File: src/rtl/multi_trig_gen.sv
// Multi-channel trigger generator: a shared prescaler tick drives NCH periodic/one-shot pulse channels.
// Optional per-channel rising-edge counters are enabled with macro TRIG_PULSE_CNT_EN.
module multi_trig_gen #(
    parameter int CLK_FREQ_HZ = 100_000_000,
    parameter int TICK_HZ     = 1_000,
    parameter int NCH         = 4,
    parameter int CNT_W       = 16
) (
    input  logic                   clk,
    input  logic                   rst_n,
    input  logic [NCH-1:0]         trig_en,
    input  logic [NCH-1:0]         trig_mode,
    input  logic [NCH-1:0]         trig_fire,
    input  logic [NCH*CNT_W-1:0]   trig_period,
    input  logic [NCH*CNT_W-1:0]   trig_width,
    input  logic [NCH*CNT_W-1:0]   trig_delay,
`ifdef TRIG_PULSE_CNT_EN
    output logic [NCH*32-1:0]      trig_pulse_cnt,
`endif
    output logic                   tick_out,
    output logic [NCH-1:0]         trig_out,
    output logic [NCH-1:0]         trig_busy
);

    localparam int DIV = CLK_FREQ_HZ / TICK_HZ;
    localparam int CW  = (DIV > 1) ? $clog2(DIV) : 1;

    typedef enum logic [1:0] {
        IDLE  = 2'd0,
        DELAY = 2'd1,
        RUN   = 2'd2
    } state_e;

    logic [CW-1:0] pre_q;
    logic          tick;
    logic          tick_q;

    assign tick = (pre_q == CW'(DIV - 1));

    always_ff @(posedge clk) begin
        if (!rst_n) begin
            pre_q  <= '0;
            tick_q <= 1'b0;
        end else begin
            pre_q  <= tick ? '0 : pre_q + CW'(1);
            tick_q <= tick;
        end
    end

    assign tick_out = tick_q;

    for (genvar i = 0; i < NCH; i++) begin : g_ch
        state_e           state_q, state_d;
        logic [CNT_W-1:0] dc_q, dc_d, pc_q, pc_d;
        logic [CNT_W-1:0] per_q, per_d, wid_q, wid_d, dly_q, dly_d;
        logic             arm_q, arm_d;
        logic             out_q, out_d;
        logic             en, mode, fire;
        logic [CNT_W-1:0] period, width, delay;

        assign en     = trig_en[i];
        assign mode   = trig_mode[i];
        assign fire   = trig_fire[i];
        assign period = trig_period[i*CNT_W +: CNT_W];
        assign width  = trig_width[i*CNT_W +: CNT_W];
        assign delay  = trig_delay[i*CNT_W +: CNT_W];

        always_ff @(posedge clk) begin
            if (!rst_n) begin
                state_q <= IDLE;
                dc_q    <= '0;
                pc_q    <= '0;
                per_q   <= '0;
                wid_q   <= '0;
                dly_q   <= '0;
                arm_q   <= 1'b0;
                out_q   <= 1'b0;
            end else begin
                state_q <= state_d;
                dc_q    <= dc_d;
                pc_q    <= pc_d;
                per_q   <= per_d;
                wid_q   <= wid_d;
                dly_q   <= dly_d;
                arm_q   <= arm_d;
                out_q   <= out_d;
            end
        end

        // Disable wins over everything; otherwise state only advances on a tick.
        always_comb begin
            state_d = state_q;
            dc_d    = dc_q;
            pc_d    = pc_q;
            per_d   = per_q;
            wid_d   = wid_q;
            dly_d   = dly_q;
            arm_d   = arm_q;
            if (!en) begin
                state_d = IDLE;
                arm_d   = 1'b0;
            end else begin
                case (state_q)
                    IDLE: begin
                        if (fire) begin
                            arm_d = 1'b1;
                        end
                        if (tick && (period != '0) && (!mode || arm_q)) begin
                            arm_d = 1'b0;
                            per_d = period;
                            wid_d = width;
                            dly_d = delay;
                            if (delay != '0) begin
                                state_d = DELAY;
                                dc_d    = '0;
                            end else begin
                                state_d = RUN;
                                pc_d    = '0;
                            end
                        end
                    end
                    DELAY: begin
                        if (tick) begin
                            if (dc_q == dly_q - CNT_W'(1)) begin
                                state_d = RUN;
                                pc_d    = '0;
                            end else begin
                                dc_d = dc_q + CNT_W'(1);
                            end
                        end
                    end
                    RUN: begin
                        if (tick) begin
                            if (pc_q == per_q - CNT_W'(1)) begin
                                // A zero period at the wrap would latch P=0, so stop instead.
                                if (!mode && (period != '0)) begin
                                    per_d = period;
                                    wid_d = width;
                                    dly_d = delay;
                                    pc_d  = '0;
                                end else begin
                                    state_d = IDLE;
                                end
                            end else begin
                                pc_d = pc_q + CNT_W'(1);
                            end
                        end
                    end
                    default: begin
                        state_d = IDLE;
                    end
                endcase
            end
        end

        always_comb begin
            out_d = (state_d == RUN) && (pc_d < wid_d);
        end

        assign trig_out[i]  = out_q;
        assign trig_busy[i] = (state_q != IDLE);

`ifdef TRIG_PULSE_CNT_EN
        logic [31:0] pcnt_q;

        always_ff @(posedge clk) begin
            if (!rst_n) begin
                pcnt_q <= '0;
            end else if (out_d && !out_q) begin
                pcnt_q <= pcnt_q + 32'd1;
            end
        end

        assign trig_pulse_cnt[i*32 +: 32] = pcnt_q;
`endif
    end

endmodule
File: config.mk
export PLATFORM = sky130hd
export DESIGN_NAME = multi_trig_gen
export DESIGN_NICKNAME = d
export VERILOG_FILES = /design/src/rtl/multi_trig_gen.sv
export SDC_FILE = /design/constraint.sdc
export NUM_CORES = 1
export LEC_CHECK = 0
export BUFFER_PORTS_ARGS = -buffer_cell sky130_fd_sc_hd__clkbuf_2
export CAP_MARGIN = 10
export CORE_ASPECT_RATIO = 0.9
export CORE_UTILIZATION = 60
export DETAILED_ROUTE_END_ITERATION = 7
export GPL_ROUTABILITY_DRIVEN = 0
export GPL_TIMING_DRIVEN = 0
export HOLD_SLACK_MARGIN = 0.12
export PLACE_DENSITY = 0.87
export SLEW_MARGIN = 20
export SYNTH_ARGS = -nofsm -noshare
export SYNTH_HDL_FRONTEND = slang
export SYNTH_SLANG_ARGS = --single-unit
File: constraint.sdc
create_clock -name clk -period 8.7 [get_ports clk]
set_input_delay 0.435 -clock clk [delete_from_list [all_inputs] [get_ports clk]]
set_output_delay 0.435 -clock clk [all_outputs]
set_load 0.05 [all_outputs]
==> metrics.md, run 1 <==
| Metric | Value |
|---|---|
| Most frequent cells in the layout | dfxtp_1 (354), nand2_1 (333), nor2_1 (307), clkbuf_2 (214), a21oi_1 (192) |
| Clk pin slew, worst setup/hold paths | 0.06 ns |
| Post-Syn Nets | 3166 |
| Commonest non-fill, non-tap cell in the layout | dfxtp_1 |
| Core Footprint | 0.0372 sq mm |
| CP bufs+invs | 5 |
| Row cnt | 67 |
| Antenna violations before repair | 5 |
| Top Usage Layer GRT | met2 |
| #FFs+latches synth | 354 |
| PwrDens | 138 mW/mm^2 |
| Status | finished, violations left |
| Post-Syn Area | 0.0227 sq mm |
| Initial Util | 61.0% |
| Remaining routing DRC violations | 22 |
| CP top delay family | buffers and inverters |
| Max Root-Sink Buffers | 3 |
| Avg Cell Area, Syn | 7.87 sq um |
| Grt met1 use | 46.8% |
| Ys flop type | dfxtp_1 |
| Critical Path Sink Type | flop |
| Fin nets | 3434 |
| Setup ws final | 1.83 ns |
| Crit path largest cell delay | 0.70 ns |
| EDFF count, synth | 0 |
| Via density | 6.55 |
| Post-synth cell types | 101 |
| Clock buffer count from CTS | 40 |
| Slew Limit Fails | 0 |
| CP max stage cell | clkbuf_1 |
| H-Tree Depth | 2 |
| Total Routing Usage GR | 36.3% |
| PortBufs | 213 |
| DIE WIDTH | 207 um |
| Post-CTS setup buffer count | 0 |
| CP max FO | 10 |
| Number of top-level pins | 215 |
| Chip height | 186 um |
| Flop2flop setup slack | 1.83 ns |
| HPWL after DPL | 53300 um |
| Unrepaired setup endpoints after global routing | no |
| Crit-path most repeated cell | clkbuf_1 |
| Gate count after technology mapping | 2883 |
| WP data required | 9.14 ns |
| Total number of vias | 24000 |
| Crit path arrival time | 7.31 ns |
| Hold Crit Class | in -> reg |
| Setup TNS | 0 ns |
| Met2 usage | 57.2% |
| Final setup fails | 0 |
| Fraction of layout instances using a drive strength above 1 | 12.1% |
| First DRT Iteration DRCs | 3244 |
| Crit path launch | pre_q[0] |
| Hold_ws | 0.124 ns |
| Vias in the first global route | 22700 |
| First-pass GRT wire length | 114000 um |
| Final non-filler cell total | 3669 |
| Max-cap viol count | 0 |
| ANT nets after route | 0 |
| Worst-Skew Late Latency | 0.57 ns |
| Reg2reg start | pre_q[0] |
| Skew final | 0.0260 ns |
| Worst vdd ir | 0.137 mV |
| Clock Root Buffer | clkbuf_16 |
| Largest net degree at the start of global routing | 15 |
| CTS Hold Bufs | 13 |
| Startpoint types | flop |
| Wire per inst | 19.6 um |
| GRT overflow | 0 |
| Async S/R FF share, synth | 0% |
| F_max | 0.146 GHz |
| Core Util, Final | 69.7% |
| Failing checks | DRC |
| Final worst path period share | 79.0% |
| GR Util met3 | 7.07% |
| Startpoint of the worst hold path | trig_delay[43] |
| Drt first pass iters | 8 |
| Area grow syn2layout | 14.3% |
| Final Hold Fails | 0 |
| Resized cells post-CTS | 0 |
| Worst relative slew slack | 22.9% |
| CTS tree | built |
| Sequential area share after synthesis | 31.2% |
| Crit-path cells | ha_1, and4_1, nand2_1, nor2_1, clkbuf_1, clkbuf_1, clkbuf_1, clkbuf_1, clkbuf_1, o21ai_0, a31o_2, ha_1, a21o_1, a21o_1, a21oi_1, nor2b_1, o21ai_0, a21oi_1, or4b_1, a211oi_1 |
| Fin crit period | 6.87 ns |
| Worst-margin pin slew | 1.15 ns |
| Filler Cell Count | 2985 |
| Leak | 10.2 nW |
| Worst slack at placement | 2.14 ns |
| Yosys warns | 0 |
| Total Wirelength | 71900 um |
| CTS sink count | 354 |
| Placed cells | 3579 |
| Die area | 0.0386 sq mm |
| CP Class | reg -> reg |
## power by group
part	internal [mW]	switching, mW
registers	1.62	0.00177
logic	0.0508	0.0877
clock network	1.09	0.726
## metal layers
metal  vias up  wire length [um]
li1      11000                 -
met1     11200             28300
met2      1440             32300
met3       354              7400
met4         4              3910
met5         -                26
## cell families after synthesis
logic type	Yosys count	share of synthesized area, %
XOR/XNOR	200	7.72
multiplexers	139	6.15
buffers and inverters	232	4.34
flip-flops	354	31.2
adder cells (fa/ha/maj)	77	4.25
AO/OA/AOI/OAI	596	17.7
AND/OR/NAND/NOR	1285	28.6
## flip-flops by register name, summed over array words and instances, names as in the netlist
name and count:
g_ch.out_q 4, g_ch.arm_q 4, tick_out 1, pre_q 17, g_ch.dc_q 64, g_ch.dly_q 64, g_ch.state_q 8, g_ch.pc_q 64
g_ch.wid_q 64, g_ch.per_q 64
## final timing paths
kind / to / depth (start not counted)
setup / recovery: g_ch[0].out_q / 20
hold / removal: g_ch[2].dly_q[11] / 3
setup reg to reg: g_ch[0].out_q / 20
hold reg to reg: g_ch[1].dly_q[15] / 2
## synthesized netlist by cell type (all sizes together), types with 22 or more instances
master	instances	area [sq um]
a211oi	27	208
a21oi	192	961
a31oi	40	250
and2	52	329
and3	54	338
buf	34	241
clkbuf	136	510
dfxtp	354	7090
ha	77	963
inv	61	229
mux2i	136	1360
nand2	333	1250
nand2b	27	169
nand3	92	460
nand4	64	407
nor2	307	1150
nor3	97	485
nor4	93	646
o211ai	24	180
o21ai	84	420
o31ai	22	189
or3	32	200
or4	29	229
xnor2	130	1140
xor2	70	613
## tightest hold or removal path, cell delays in order
cell      delay (ns)
clkbuf_2        0.09
nand2_1         0.05
a21oi_1         0.06
## final cells by class
| type | count | area, sq um | area share (%) |
|---|---|---|---|
| Antenna cell | 3 | 7.51 | 0.0289 |
| Buffer | 170 | 753 | 2.90 |
| Clock buffer | 54 | 1160 | 4.49 |
| Clock inverter | 20 | 255 | 0.984 |
| Inverter | 62 | 233 | 0.897 |
| Multi-Input combinational cell | 2297 | 14600 | 56.4 |
| Sequential cell | 354 | 7090 | 27.3 |
| Tap cell | 483 | 604 | 2.33 |
| Timing Repair Buffer | 226 | 1200 | 4.61 |
## metrics by stage
stage / instance area [sq um] / power (mW)
after floorplan: 22700 / 1.70
after global placement: 24400 / 1.78
after detailed placement: 24400 / 1.79
after CTS: 25900 / 3.58
after global routing: 25900 / 3.67
final: 25900 / 3.58
No activity file was read; power rests on OpenSTA's default activity.
==> run 2, diff against run 1 <==
--- a/config.mk
+++ b/config.mk
@@ -8,12 +8,12 @@
 export BUFFER_PORTS_ARGS = -buffer_cell sky130_fd_sc_hd__clkbuf_2
 export CAP_MARGIN = 10
 export CORE_ASPECT_RATIO = 0.9
-export CORE_UTILIZATION = 60
+export CORE_UTILIZATION = 55
 export DETAILED_ROUTE_END_ITERATION = 7
 export GPL_ROUTABILITY_DRIVEN = 0
 export GPL_TIMING_DRIVEN = 0
 export HOLD_SLACK_MARGIN = 0.12
-export PLACE_DENSITY = 0.87
+export PLACE_DENSITY = 0.84
 export SLEW_MARGIN = 20
 export SYNTH_ARGS = -nofsm -noshare
 export SYNTH_HDL_FRONTEND = slang
==> constraint.sdc (replaced) <==
create_clock -name clk -period 5.5 [get_ports clk]
set_input_delay 0.275 -clock clk [delete_from_list [all_inputs] [get_ports clk]]
set_output_delay 0.275 -clock clk [all_outputs]
set_load 0.05 [all_outputs]
==> run 2 against run 1 <==
The run still ends with DRC left. Total power grew 57%. Non-clock buffer count is 189 higher. Die area grew 9.0%. Clock power grew 50%. Maximum frequency grew 28%. Routed wire length is 10% higher. Critical endpoint is now g_ch[3].out_q.
==> metrics.md, run 2 (synthesis results as in run 1) <==
| Metric | Value |
|---|---|
| Status | finished, violations left |
| Failing checks | DRC |
| Row cnt | 70 |
| H-Tree Depth | 2 |
| Met2 usage | 58.7% |
| Crit-path cells | nor4_2, nand3_1, mux2i_1, a221oi_1, o22ai_1, o31a_1, clkbuf_1, nor2_1, a311oi_1, ha_1, and4_1, a221o_1, a221oi_1, and4_1, o21a_1 |
| First-pass GRT wire length | 124000 um |
| Most frequent cells in the layout | dfxtp_1 (354), nand2_1 (333), nor2_1 (306), clkbuf_2 (218), dlygate4sd3_1 (200) |
| Antenna violations before repair | 8 |
| Wire per inst | 20.3 um |
| Drt first pass iters | 8 |
| Worst-margin pin slew | 1.23 ns |
| HPWL after DPL | 53800 um |
| Core Util, Final | 68.9% |
| Slew Limit Fails | 0 |
| Worst-Skew Late Latency | 0.57 ns |
| Placed cells | 3636 |
| ANT nets after route | 0 |
| GR Util met3 | 7.42% |
| Flop2flop setup slack | 0.15 ns |
| Core Footprint | 0.0406 sq mm |
| CTS sink count | 354 |
| Crit path arrival time | 5.86 ns |
| R2r worst-path depth | 15 |
| Commonest non-fill, non-tap cell in the layout | dfxtp_1 |
| Critical Path Sink Type | flop |
| First DRT Iteration DRCs | 3155 |
| Clk pin slew, worst setup/hold paths | 0.07 ns |
| CTS tree | built |
| Worst relative slew slack | 17.8% |
| Fin crit period | 5.35 ns |
| Overall Power | 5.64 mW |
| Total Routing Usage GR | 36.4% |
| Leak | 11.0 nW |
| Register Area | 0.00709 sq mm |
| Max-cap viol count | 0 |
| Reg2reg end | g_ch[3].out_q |
| Chip height | 195 um |
| CP max stage cell | nor4_2 |
| Final non-filler cell total | 3917 |
| Remaining routing DRC violations | 1 |
| Vias in the first global route | 24500 |
| F_max | 0.187 GHz |
| Number of top-level pins | 215 |
| PortBufs | 213 |
| Grt met1 use | 44.9% |
| Final setup fails | 0 |
| Max Root-Sink Buffers | 3 |
| Reg2reg start | g_ch[3].dly_q[2] |
| Total number of vias | 25300 |
| CP max FO | 10 |
| Die area | 0.0421 sq mm |
| PwrDens | 201 mW/mm^2 |
| Filler Cell Count | 3020 |
| Total Wirelength | 79400 um |
| GRT overflow | 0 |
| Worst Hold Depth | 4 |
| Top Usage Layer GRT | met2 |
| Startpoint types | flop |
| Crit path largest cell delay | 0.72 ns |
| Fin nets | 3622 |
| Area grow syn2layout | 23.4% |
| Largest net degree at the start of global routing | 15 |
| Final Hold Fails | 0 |
| Hold Crit Class | in -> reg |
| Worst vdd ir | 0.226 mV |
| CP bufs+invs | 1 |
| Worst setup path end | g_ch[3].out_q |
| Crit path launch | g_ch[3].dly_q[2] |
| CP Class | reg -> reg |
| CP top delay family | compound AO/OA/AOI/OAI gates |
| Clock Root Buffer | clkbuf_16 |
| Skew final | 0.0180 ns |
| Setup TNS | 0 ns |
| Levels on crit path | 15 |
| Via density | 6.47 |
| Initial Util | 55.8% |
| Final worst path period share | 97.3% |
| Area of the multi-input gates | 0.0148 sq mm |
| DIE WIDTH | 216 um |
| Unrepaired setup endpoints after global routing | yes |
| Fraction of layout instances using a drive strength above 1 | 12.2% |
| WP data required | 6.01 ns |
| Clock buffer count from CTS | 39 |
==> run 2: worst register-to-register path, cell delays in order, from the launching register on <==
cell and delay (ns):
dfxtp_1 0.38, nor4_2 0.72, nand3_1 0.28, mux2i_1 0.26
a221oi_1 0.12, o22ai_1 0.70, o31a_1 0.39, clkbuf_1 0.41
nor2_1 0.08, a311oi_1 0.36, ha_1 0.30, and4_1 0.23
a221o_1 0.41, a221oi_1 0.31, and4_1 0.25, o21a_1 0.12
==> run 2: worst min-delay path by stage <==
stage | startpoint | end
2_1_floorplan | trig_en[1] | g_ch[1].arm_q
3_3_place_gp | pre_q[0] | pre_q[0]
3_5_place_dp | g_ch[2].dly_q[15] | g_ch[2].dly_q[15]
4_1_cts | trig_mode[3] | g_ch[3].pc_q[0]
5_1_grt | rst_n | g_ch[3].state_q[0]
6_report | rst_n | g_ch[3].state_q[0]
==> run 2: cell type report <==
cell class / instances / share of cell area, %
clock inverter: 13 / 0.576
timing repair buffer: 418 / 11.1
inverter: 62 / 0.831
sequential: 354 / 25.3
clock buffer: 55 / 4.10
multi-input combinational: 2297 / 52.8
buffer: 167 / 2.79
tap: 540 / 2.41
antenna: 11 / 0.0983
==> run 2: repair_timing <==
item | 4_1_cts | 5_1_grt
hold endpoints to repair | 200 | 0
buffers inserted | 1 | 4
cloned | 0 | 0
gates resized for setup | 12 | 44
pin swaps | 1 | 6
setup endpoints to repair | 3 | 3
hold buffers | 200 | 0
==> run 2: metrics by stage <==
stage | worst slack [ns] | hold slack (ns) | instance area [sq um]
3_3_place_gp | -1.29 | 0.446 | 24400
6_report | 0.147 | 0.296 | 28000
4_1_cts | 0.0157 | 0.247 | 27800
5_1_grt | -0.0150 | 0.296 | 28000
2_1_floorplan | 0.827 | 0.402 | 22700
3_5_place_dp | -1.41 | 0.461 | 24400
==> run 2: metal layers <==
layer | share of wire [%] | up-vias
met5 | 0 | -
met4 | 6.4 | 0
met3 | 10 | 456
met2 | 45 | 1689
met1 | 38 | 11800
li1 | - | 11400
==> run 2: where the power goes <==
group	internal, mW	total [mW]	switching [mW]	leakage (nW)
Clock	1.60	2.73	1.13	0.631
Sequential	2.57	2.57	0.00297	2.85
Combinational	0.167	0.337	0.170	7.50
Total	4.33	5.64	1.31	11.0
